<file path="src/rtl/combo_lock_fsm_if.sv">
// Dial/button/door inputs and lock/display/counter controls for combo_lock_fsm.
interface combo_lock_fsm_if #(
    parameter int unsigned SEL_W = 2
);
    logic             dirch;
    logic [3:0]       bcd0;
    logic [3:0]       bcd1;
    logic             lock;
    logic             open;
    logic             doorCls;
    logic             actuateLock;
    logic             openCls;
    logic             countEn;
    logic             clrCount;
    logic             blank;
    logic [SEL_W-1:0] sel;

    modport master (
        output dirch, bcd0, bcd1, lock, open, doorCls,
        input  actuateLock, openCls, countEn, clrCount, blank, sel
    );

    modport slave (
        input  dirch, bcd0, bcd1, lock, open, doorCls,
        output actuateLock, openCls, countEn, clrCount, blank, sel
    );
endinterface

</file>
<file path="src/rtl/combo_lock_fsm.sv">
// N-entry combination-lock controller. Define COMBO_LOCK_LOCKOUT_EN to add the
// failed-attempt counter and timed LOCKOUT state.
module combo_lock_fsm #(
    parameter int unsigned           DIGITS     = 3,
    parameter int unsigned           SEL_W      = 2,
    parameter logic [8*DIGITS-1:0]   CODE       = 24'h074215,
    parameter int unsigned           MAX_TRIES  = 3,
    parameter int unsigned           LOCKOUT_MS = 5000
) (
    input  logic            clk,
    input  logic            reset,
    combo_lock_fsm_if.slave bus
);

    localparam logic [SEL_W-1:0] LAST_SEL = SEL_W'(DIGITS - 1);

    if (DIGITS < 2 || DIGITS > 8 || (1 << SEL_W) < DIGITS ||
        MAX_TRIES == 0 || LOCKOUT_MS == 0) begin : g_param_check
        $error("combo_lock_fsm: illegal parameter set");
    end

`ifdef COMBO_LOCK_LOCKOUT_EN
    localparam int unsigned FAIL_W = $clog2(MAX_TRIES + 1);
    localparam int unsigned TMR_W  = $clog2(LOCKOUT_MS + 1);

    typedef enum logic [1:0] {LOCKED, UNLOCKED, LOCKOUT} state_t;

    logic [FAIL_W-1:0] fails_q, fails_d;
    logic [TMR_W-1:0]  timer_q, timer_d;
`else
    typedef enum logic [1:0] {LOCKED, UNLOCKED} state_t;
`endif

    state_t           state_q, state_d;
    logic [SEL_W-1:0] sel_q, sel_d;
    logic             err_q, err_d;
    logic             open_q, lock_q;
    logic             actuate_q, open_cls_q, count_en_q, clr_q, blank_q;
    logic             clr_d;

    logic             open_edge_c, lock_edge_c, match_c;
    logic [7:0]       code_entry_c;

    // Entry compare: BCD digits above 9 can never match a stored code digit.
    always_comb begin
        open_edge_c  = bus.open & ~open_q;
        lock_edge_c  = bus.lock & ~lock_q;
        code_entry_c = 8'(CODE >> {sel_q, 3'b000});
        match_c      = (bus.bcd0 <= 4'd9) && (bus.bcd1 <= 4'd9) &&
                       ({bus.bcd1, bus.bcd0} == code_entry_c);
    end

    // Next-state logic; open wins over a simultaneous dirch.
    always_comb begin
        state_d = state_q;
        sel_d   = sel_q;
        err_d   = err_q;
        clr_d   = 1'b0;
`ifdef COMBO_LOCK_LOCKOUT_EN
        fails_d = fails_q;
        timer_d = timer_q;
`endif
        case (state_q)
            LOCKED: begin
                if (open_edge_c) begin
                    sel_d = '0;
                    err_d = 1'b0;
                    if (sel_q == LAST_SEL && !err_q && match_c) begin
                        state_d = UNLOCKED;
`ifdef COMBO_LOCK_LOCKOUT_EN
                        fails_d = '0;
`endif
                    end else begin
                        clr_d = 1'b1;
`ifdef COMBO_LOCK_LOCKOUT_EN
                        if (fails_q < FAIL_W'(MAX_TRIES)) fails_d = fails_q + 1'b1;
                        if (fails_d >= FAIL_W'(MAX_TRIES)) begin
                            state_d = LOCKOUT;
                            timer_d = TMR_W'(LOCKOUT_MS - 1);
                        end
`endif
                    end
                end else if (bus.dirch) begin
                    if (sel_q != LAST_SEL) begin
                        err_d = err_q | ~match_c;
                        sel_d = sel_q + 1'b1;
                    end else begin
                        err_d = 1'b1;
                    end
                end
            end
            UNLOCKED: begin
                sel_d = '0;
                if (lock_edge_c && bus.doorCls) begin
                    state_d = LOCKED;
                    clr_d   = 1'b1;
                    err_d   = 1'b0;
                end
            end
`ifdef COMBO_LOCK_LOCKOUT_EN
            LOCKOUT: begin
                sel_d = '0;
                err_d = 1'b0;
                if (timer_q == '0) begin
                    state_d = LOCKED;
                    fails_d = '0;
                    clr_d   = 1'b1;
                end else begin
                    timer_d = timer_q - 1'b1;
                end
            end
`endif
            default: begin
                state_d = LOCKED;
                sel_d   = '0;
                err_d   = 1'b0;
            end
        endcase
    end

    // State, edge-detect and registered outputs decoded from the next state.
    always_ff @(posedge clk or posedge reset) begin
        if (reset) begin
            state_q    <= LOCKED;
            sel_q      <= '0;
            err_q      <= 1'b0;
            open_q     <= 1'b0;
            lock_q     <= 1'b0;
            actuate_q  <= 1'b1;
            open_cls_q <= 1'b0;
            count_en_q <= 1'b1;
            clr_q      <= 1'b0;
            blank_q    <= 1'b0;
`ifdef COMBO_LOCK_LOCKOUT_EN
            fails_q    <= '0;
            timer_q    <= '0;
`endif
        end else begin
            state_q    <= state_d;
            sel_q      <= sel_d;
            err_q      <= err_d;
            open_q     <= bus.open;
            lock_q     <= bus.lock;
            actuate_q  <= (state_d != UNLOCKED);
            open_cls_q <= (state_d == UNLOCKED);
            count_en_q <= (state_d == LOCKED);
            clr_q      <= clr_d;
            blank_q    <= (state_d != LOCKED);
`ifdef COMBO_LOCK_LOCKOUT_EN
            fails_q    <= fails_d;
            timer_q    <= timer_d;
`endif
        end
    end

    assign bus.actuateLock = actuate_q;
    assign bus.openCls     = open_cls_q;
    assign bus.countEn     = count_en_q;
    assign bus.clrCount    = clr_q;
    assign bus.blank       = blank_q;
    assign bus.sel         = sel_q;

endmodule
</file>
<file path="src/flat_wrapper.sv">
// flat-port wrapper written by rule: the top's interface ports become plain ports
module combo_lock_fsm_flat 
#(
    parameter int unsigned           DIGITS     = 3,
    parameter int unsigned           SEL_W      = 2,
    parameter logic [8*DIGITS-1:0]   CODE       = 24'h074215,
    parameter int unsigned           MAX_TRIES  = 3,
    parameter int unsigned           LOCKOUT_MS = 5000
)
  (clk, reset, bus_dirch, bus_bcd0, bus_bcd1, bus_lock, bus_open, bus_doorCls, bus_actuateLock, bus_openCls, bus_countEn, bus_clrCount, bus_blank, bus_sel);
  combo_lock_fsm_if #(.SEL_W(SEL_W)) bus_i ();
  input  logic clk;
  input  logic reset;
  input wire logic [$bits(bus_i.dirch)-1:0] bus_dirch;
  input wire logic [$bits(bus_i.bcd0)-1:0] bus_bcd0;
  input wire logic [$bits(bus_i.bcd1)-1:0] bus_bcd1;
  input wire logic [$bits(bus_i.lock)-1:0] bus_lock;
  input wire logic [$bits(bus_i.open)-1:0] bus_open;
  input wire logic [$bits(bus_i.doorCls)-1:0] bus_doorCls;
  output wire logic [$bits(bus_i.actuateLock)-1:0] bus_actuateLock;
  output wire logic [$bits(bus_i.openCls)-1:0] bus_openCls;
  output wire logic [$bits(bus_i.countEn)-1:0] bus_countEn;
  output wire logic [$bits(bus_i.clrCount)-1:0] bus_clrCount;
  output wire logic [$bits(bus_i.blank)-1:0] bus_blank;
  output wire logic [$bits(bus_i.sel)-1:0] bus_sel;
  assign bus_i.dirch = bus_dirch;
  assign bus_i.bcd0 = bus_bcd0;
  assign bus_i.bcd1 = bus_bcd1;
  assign bus_i.lock = bus_lock;
  assign bus_i.open = bus_open;
  assign bus_i.doorCls = bus_doorCls;
  assign bus_actuateLock = bus_i.actuateLock;
  assign bus_openCls = bus_i.openCls;
  assign bus_countEn = bus_i.countEn;
  assign bus_clrCount = bus_i.clrCount;
  assign bus_blank = bus_i.blank;
  assign bus_sel = bus_i.sel;
  combo_lock_fsm #(.DIGITS(DIGITS), .SEL_W(SEL_W), .CODE(CODE), .MAX_TRIES(MAX_TRIES), .LOCKOUT_MS(LOCKOUT_MS)) u_core (.clk(clk), .reset(reset), .bus(bus_i));
endmodule
</file>
<file path="config.mk">
export PLATFORM = sky130hd
export DESIGN_NAME = combo_lock_fsm_flat
export DESIGN_NICKNAME = d
export VERILOG_FILES = /design/src/rtl/combo_lock_fsm_if.sv /design/src/rtl/combo_lock_fsm.sv /design/src/flat_wrapper.sv
export SDC_FILE = /design/constraint.sdc
export NUM_CORES = 1
export LEC_CHECK = 0
export ABC_AREA = 1
export ABC_CLOCK_PERIOD_IN_PS = 1250
export CORE_MARGIN = 2
export CORE_UTILIZATION = 41
export CTS_BUF_LIST = sky130_fd_sc_hd__clkbuf_8
export CTS_CLUSTER_DIAMETER = 80
export CTS_CLUSTER_SIZE = 30
export DETAILED_ROUTE_END_ITERATION = 12
export PLACE_DENSITY_LB_ADDON = 0.3
export SKIP_CTS_REPAIR_TIMING = 1
export SLEW_MARGIN = 0
export SYNTH_ARGS = -nofsm -noshare
export SYNTH_HDL_FRONTEND = slang
export SYNTH_SLANG_ARGS = --single-unit
</file>
<file path="constraint.sdc">
create_clock -name clk -period 1.25 [get_ports clk]
set_input_delay 0.1875 -clock clk [delete_from_list [all_inputs] [get_ports clk]]
set_output_delay 0.1875 -clock clk [all_outputs]
set_load 0.01 [all_outputs]
</file>
==> flow_metrics.tcl, run 1 <==
set metrics [dict create \
    track_usage_pct 15.5 \
    grt_pass1_wl_um 2150 \
    finClkSkew_ps 8.49 \
    post-dp-hpwl_um 1010 \
    synth_cells 80 \
    row_count 13 \
    crit_end "u_core.bus.actuateLock" \
    die_x_um 42.8 \
    cts_max_level 1 \
    cts_buffers 3 \
    via_count 575 \
    die-area_sq_um 1830 \
    clock_sinks 12 \
    power.leakage_nw 0.562 \
    cp.arrival_ps 1650 \
    clkSlewWorstSetupHoldPaths_ps 50 \
    synth_warnings 0 \
    pin_count 21 \
    reg2reg_from "u_core.bus.sel[1]" \
    io_buffers 20 \
    synth.distinct_cells 17 \
    worst_slack_ps -234 \
    hold_viol_final 0 \
    globalRouteOverflowTotal 0 \
    antenna_found_initial 0 \
    multi_input_area_sq_um 283 \
    drt-vias-per-instance 4.53 \
    ir_drop_v 0.000775 \
    crit_fanout 3 \
    clockPowerShare_pct 35.9 \
    clock_path_buffers 2 \
    die_h_um 42.8 \
    post_drt_wl_per_cell_um 9.46 \
    r2r-end "u_core.bus.actuateLock" \
    crit_path_start "u_core.bus.sel[1]" \
    final_cell_mix "27 x nand2_1, 13 x clkdlybuf4s50_1, 12 x inv_1" \
    worstPathRequired_ps 1410 \
    period_needed_ps 1480 \
    area_growth_syn_to_layout_pct 58.2 \
    syn_area_per_cell_sq_um 7.71 \
    status "finished with violations" \
    p_comb_share_pct 20.2 \
    rsz0062_at_grt "yes" \
    slew_viol_final 0 \
    crit_type "reg -> reg" \
    clk_latency_ps 240 \
    detail_route.wirelength_um 1200 \
    drv_cap 0 \
    gp_congestion 0.829 \
    cell_internal_pwr_uw 720 \
    ys_ff_latch 12 \
    grt_max_degree 13 \
    timing.final.setup_violations 9 \
    grt_pass1_vias 545 \
    rrSetupSlack_ps -230 \
    fillers 108 \
    clock-root-buffer "clkbuf_8" \
    fmax_mhz 674 \
    drtAntennaViolNets 0 \
    yosysSeqAreaShare_pct 49.1 \
    drive_gt1_share_pct 24.1 \
    end_kind "flop" \
    drt_first_iter_violations 5 \
    period_share_pct 119 \
    syn_nets 97 \
    worstSetupStartpointType "flop" \
    placed_area_sq_um 893 \
    drc 0 \
    final_common_cell "nand2_1" \
    p_switching_uw 220 \
    hold_path.class "in -> async" \
    nNetsFinal 130 \
    antennaDiodeCount 0 \
    worst_r2r_path_depth 11 \
    coreArea_sq_um 1350 \
    seq_area_sq_um 303 \
    cts_tree "built" \
    sw_frac_of_total_pct 23.4 \
    syn_area_sq_um 617 \
    fin_hold_ws_ps 250 \
    final_cell_area_sq_um 976 \
    p_per_area_nw_per_um2 963 \
    seqPwrFrac_pct 44.0 \
    first_pass_iters 4 \
    initial_utilization_pct 45.7 \
    violations "setup timing" \
]
[cell families (layout without fill, tap and decap cells)]
kind of cell / Yosys count / in the layout / share of synthesized area, %
other: 1 / 1 / 0.608
DFF: 12 / 12 / 49.1
buffers and inverters: 15 / 47 / 9.13
adders and majority gates: 3 / 3 / 6.09
AOI/OAI and AO/OA: 3 / 3 / 2.84
and+or+nand+nor: 46 / 46 / 32.3
[metal layers]
layer / vias up / wire length, um / track usage, %
met1: 259 / 518 / 20.1
li1: 302 / - / -
met5: - / 0 / 0
met3: 0 / 87 / 7.66
met4: 0 / 0 / 0
met2: 14 / 595 / 24.8
[flip-flops by register name, indices dropped and copies added, names as in the netlist]
register,flops
u_core.bus.sel,2
u_core.state_q,2
u_core.bus.actuateLock,1
u_core.bus.blank,1
u_core.bus.clrCount,1
u_core.bus.countEn,1
u_core.bus.openCls,1
u_core.err_q,1
u_core.lock_q,1
u_core.open_q,1
[power by group through the flow]
stage                     registers [mW]  logic, mW  clock network (mW)
after CTS                          0.415      0.181               0.346
after global placement             0.420      0.176                   0
final                              0.413      0.190               0.337
after floorplan                    0.421     0.0869                   0
after global routing               0.414      0.219               0.374
after detailed placement           0.420      0.181                   0
[worst max-delay path, stage by stage, from the launching register on]
cell and delay, ps:
dfrtp_1 380, inv_2 70, ha_4 280, inv_2 30
nand2_1 40, nand2_1 60, nor2_2 100, nand2_1 70
nor2_2 130, nand3_2 110, nand2_2 100, inv_1 50
[metrics by stage]
| step | total power [mW] | TNS (ps) | worst slack (ps) | util, % | instances |
|---|---|---|---|---|---|
| final | 0.940 | -1370 | -234 | 72.3 | 127 |
| after global routing | 1.01 | -2560 | -368 | 72.3 | 127 |
| after CTS | 0.942 | -2860 | -317 | 69.5 | 125 |
| after detailed placement | 0.601 | -1930 | -305 | 66.2 | 121 |
| after global placement | 0.596 | -1470 | -238 | 66.2 | 121 |
| after floorplan | 0.508 | -1060 | -176 | - | 80 |
[synthesized netlist by cell type]
library cell | count | area [sq um]
a211oi_1 | 1 | 7.51
a21oi_1 | 1 | 5.00
conb_1 | 1 | 3.75
dfrtp_1 | 10 | 250
dfstp_2 | 2 | 52.6
ha_1 | 3 | 37.5
inv_1 | 14 | 52.6
inv_2 | 1 | 3.75
nand2_1 | 27 | 101
nand2_2 | 2 | 12.5
nand3_1 | 1 | 5.00
nand3_2 | 2 | 20.0
nand4_1 | 1 | 6.26
nor2_1 | 10 | 37.5
nor2_2 | 1 | 6.26
nor3_1 | 2 | 10.0
o21ai_1 | 1 | 5.00
[worst min-delay path by stage]
stage                             to  slack (ps)         start
global route            u_core.err_q         300         reset
CTS                     u_core.err_q         260         reset
floorplan           u_core.bus.blank          50         reset
finish                  u_core.err_q         250         reset
global placement        u_core.err_q         490  u_core.err_q
detailed placement      u_core.err_q         490  u_core.err_q
[cell type report]
class	instances	area share (%)
Sequential cell	12	31.0
Multi-Input combinational cell	53	29.0
Timing Repair Buffer	28	27.7
Inverter	15	5.77
Clock buffer	3	4.23
Tap cell	15	1.92
Clock inverter	1	0.385
(Power assumes the default switching activity.)
==> run 2: changes to the inputs <==
Settings changed: MAX_ROUTING_LAYER set to met4.
==> results of run 2 <==
Final layout, timing and power as in run 1 (identical DEF).
Among the figures that moved: final weighted congestion in routability-driven placement 0.829 -> 0.842; overall routing resource usage 15.5% -> 15.9%
==> run 3: changes to the inputs <==
Settings changed: PLACE_DENSITY set to 0.81, PLACE_DENSITY_LB_ADDON 0.3 to unset.
==> run 3 against run 2 <==
The run still ends with setup timing left. Sequential cell count is the same. Total power rose by 8.8%. Clock-buffer cell count grew 1. Sequential share of layout area shrank 0.55 points. Critical endpoint is now u_core.bus.countEn.
==> flow_metrics.tcl, run 3 (synthesized netlist as in run 1, its figures left out) <==
set metrics [dict create \
    clock_path_buffers 2 \
    cts_max_level 1 \
    coreArea_sq_um 1350 \
    clkSlewWorstSetupHoldPaths_ps 50 \
    nNetsFinal 131 \
    final_cell_mix "27 x nand2_1, 13 x clkdlybuf4s50_1, 11 x inv_1" \
    cts_tree "built" \
    first_pass_iters 4 \
    post-dp-hpwl_um 1100 \
    ir_drop_v 0.000678 \
    drive_gt1_share_pct 23.0 \
    cp_slowest_cell "dfrtp_1" \
    pin_count 21 \
    numPlacedInstances 123 \
    p_per_area_nw_per_um2 1030 \
    timing.final.setup_violations 9 \
    io_buffers 20 \
    wl_met1_um 548 \
    hold_viol_final 0 \
    crit_fanout 3 \
    crit_chain "inv_2 > ha_1 > inv_2 > nand2_2 > nand2_1 > nand2_1 > nand2_1 > nor2_2 > nand3_2 > nand2_2 > inv_1" \
    clock-root-buffer "clkbuf_8" \
    fin_hold_ws_ps 241 \
    track_usage_pct 17.2 \
    critPathMostFrequentCell "nand2_1" \
    drt-vias-per-instance 4.68 \
    worstSetupStartpointType "flop" \
    placed_area_sq_um 908 \
    drt_first_iter_violations 10 \
    antennaDiodeCount 0 \
    wl_met3_um 64 \
    end_kind "flop" \
    via_count 599 \
    final_common_cell "nand2_1" \
    clock_sinks 12 \
    slew_viol_final 0 \
    routed.top_layer "met4" \
    drtAntennaViolNets 0 \
    die_h_um 42.8 \
    grt_pass1_vias 558 \
    hold_path.class "in -> async" \
    antenna_found_initial 0 \
    area_growth_syn_to_layout_pct 61.1 \
    status "finished with violations" \
    gp_congestion 0.788 \
    grt_max_degree 13 \
    post_drt_wl_per_cell_um 10.3 \
    die-area_sq_um 1830 \
    cp.arrival_ps 1640 \
    cts_buffers 3 \
    worst_slack_ps -210 \
    worstPathRequired_ps 1430 \
    initial_utilization_pct 45.7 \
    power.leakage_nw 0.585 \
    fin_tns_setup_ps -1300 \
    final_cell_area_sq_um 993 \
    globalRouteOverflowTotal 0 \
    fmax_mhz 685 \
    clk_latency_ps 240 \
    crit_path_max_incr_delay_ps 400 \
    period_share_pct 117 \
    rsz0062_at_grt "yes" \
    finClkSkew_ps 6.34 \
    layout.cells.non_filler 128 \
    detail_route.wirelength_um 1320 \
    wl_met2_um 688 \
    row_count 13 \
    period_needed_ps 1460 \
    grt_pass1_wl_um 2230 \
    drc 0 \
    violations "setup timing" \
    drv_cap 0 \
    die_x_um 42.8 \
    crit_type "reg -> reg" \
]
[run 3: where the power goes]
group          internal (mW)  total, mW  switching (mW)  leakage [nW]
clock network          0.278      0.414           0.137        0.0288
logic                  0.105      0.195          0.0901         0.405
registers              0.404      0.413         0.00938         0.150
total                  0.786       1.02           0.236         0.585
[run 3: routing by layer]
layer	GRT usage [%]	up-vias
met1	19.3	284
met5	-	-
met2	27.3	9
met3	7.66	3
li1	-	303
met4	5.63	0
[run 3: per-stage QoR]
step                util, %  total power [mW]  setup slack, ps
finish                 73.6              1.02             -210
global route           73.6              1.08             -332
CTS                    71.4              1.03             -248
detailed placement     67.3             0.610             -233
global placement       67.3             0.601             -192
floorplan                 -             0.508             -176
[run 3: layout make-up]
cell class | instances | area [sq um]
Inverter | 15 | 56.3
Fill cell | 103 | 357
Sequential cell | 12 | 303
Clock buffer | 4 | 55.1
Tap cell | 15 | 18.8
Timing Repair Buffer | 29 | 285
Multi-Input combinational cell | 53 | 275
[run 3: critical path: cells and delay by family (launching register included)]
family / cells / cell delay (ps)
adder cells (fa/ha/maj): 1 / 200
buffers and inverters: 3 / 220
flip-flops: 1 / 400
AND/OR/NAND/NOR: 7 / 580
[run 3: final timing paths]
| path | cells past startpoint | slack (ps) | end | startpoint |
|---|---|---|---|---|
| max | 11 | -210 | u_core.bus.countEn | u_core.bus.sel[0] |
| min | 2 | 240 | u_core.bus.blank | reset |
| max reg2reg | 11 | -210 | u_core.bus.countEn | u_core.bus.sel[0] |
| min reg2reg | 2 | 510 | u_core.err_q | u_core.err_q |
| max in group asynchronous | 2 | 680 | u_core.bus.actuateLock | reset |
| min in group clk | 1 | 420 | u_core.open_q | bus_open |
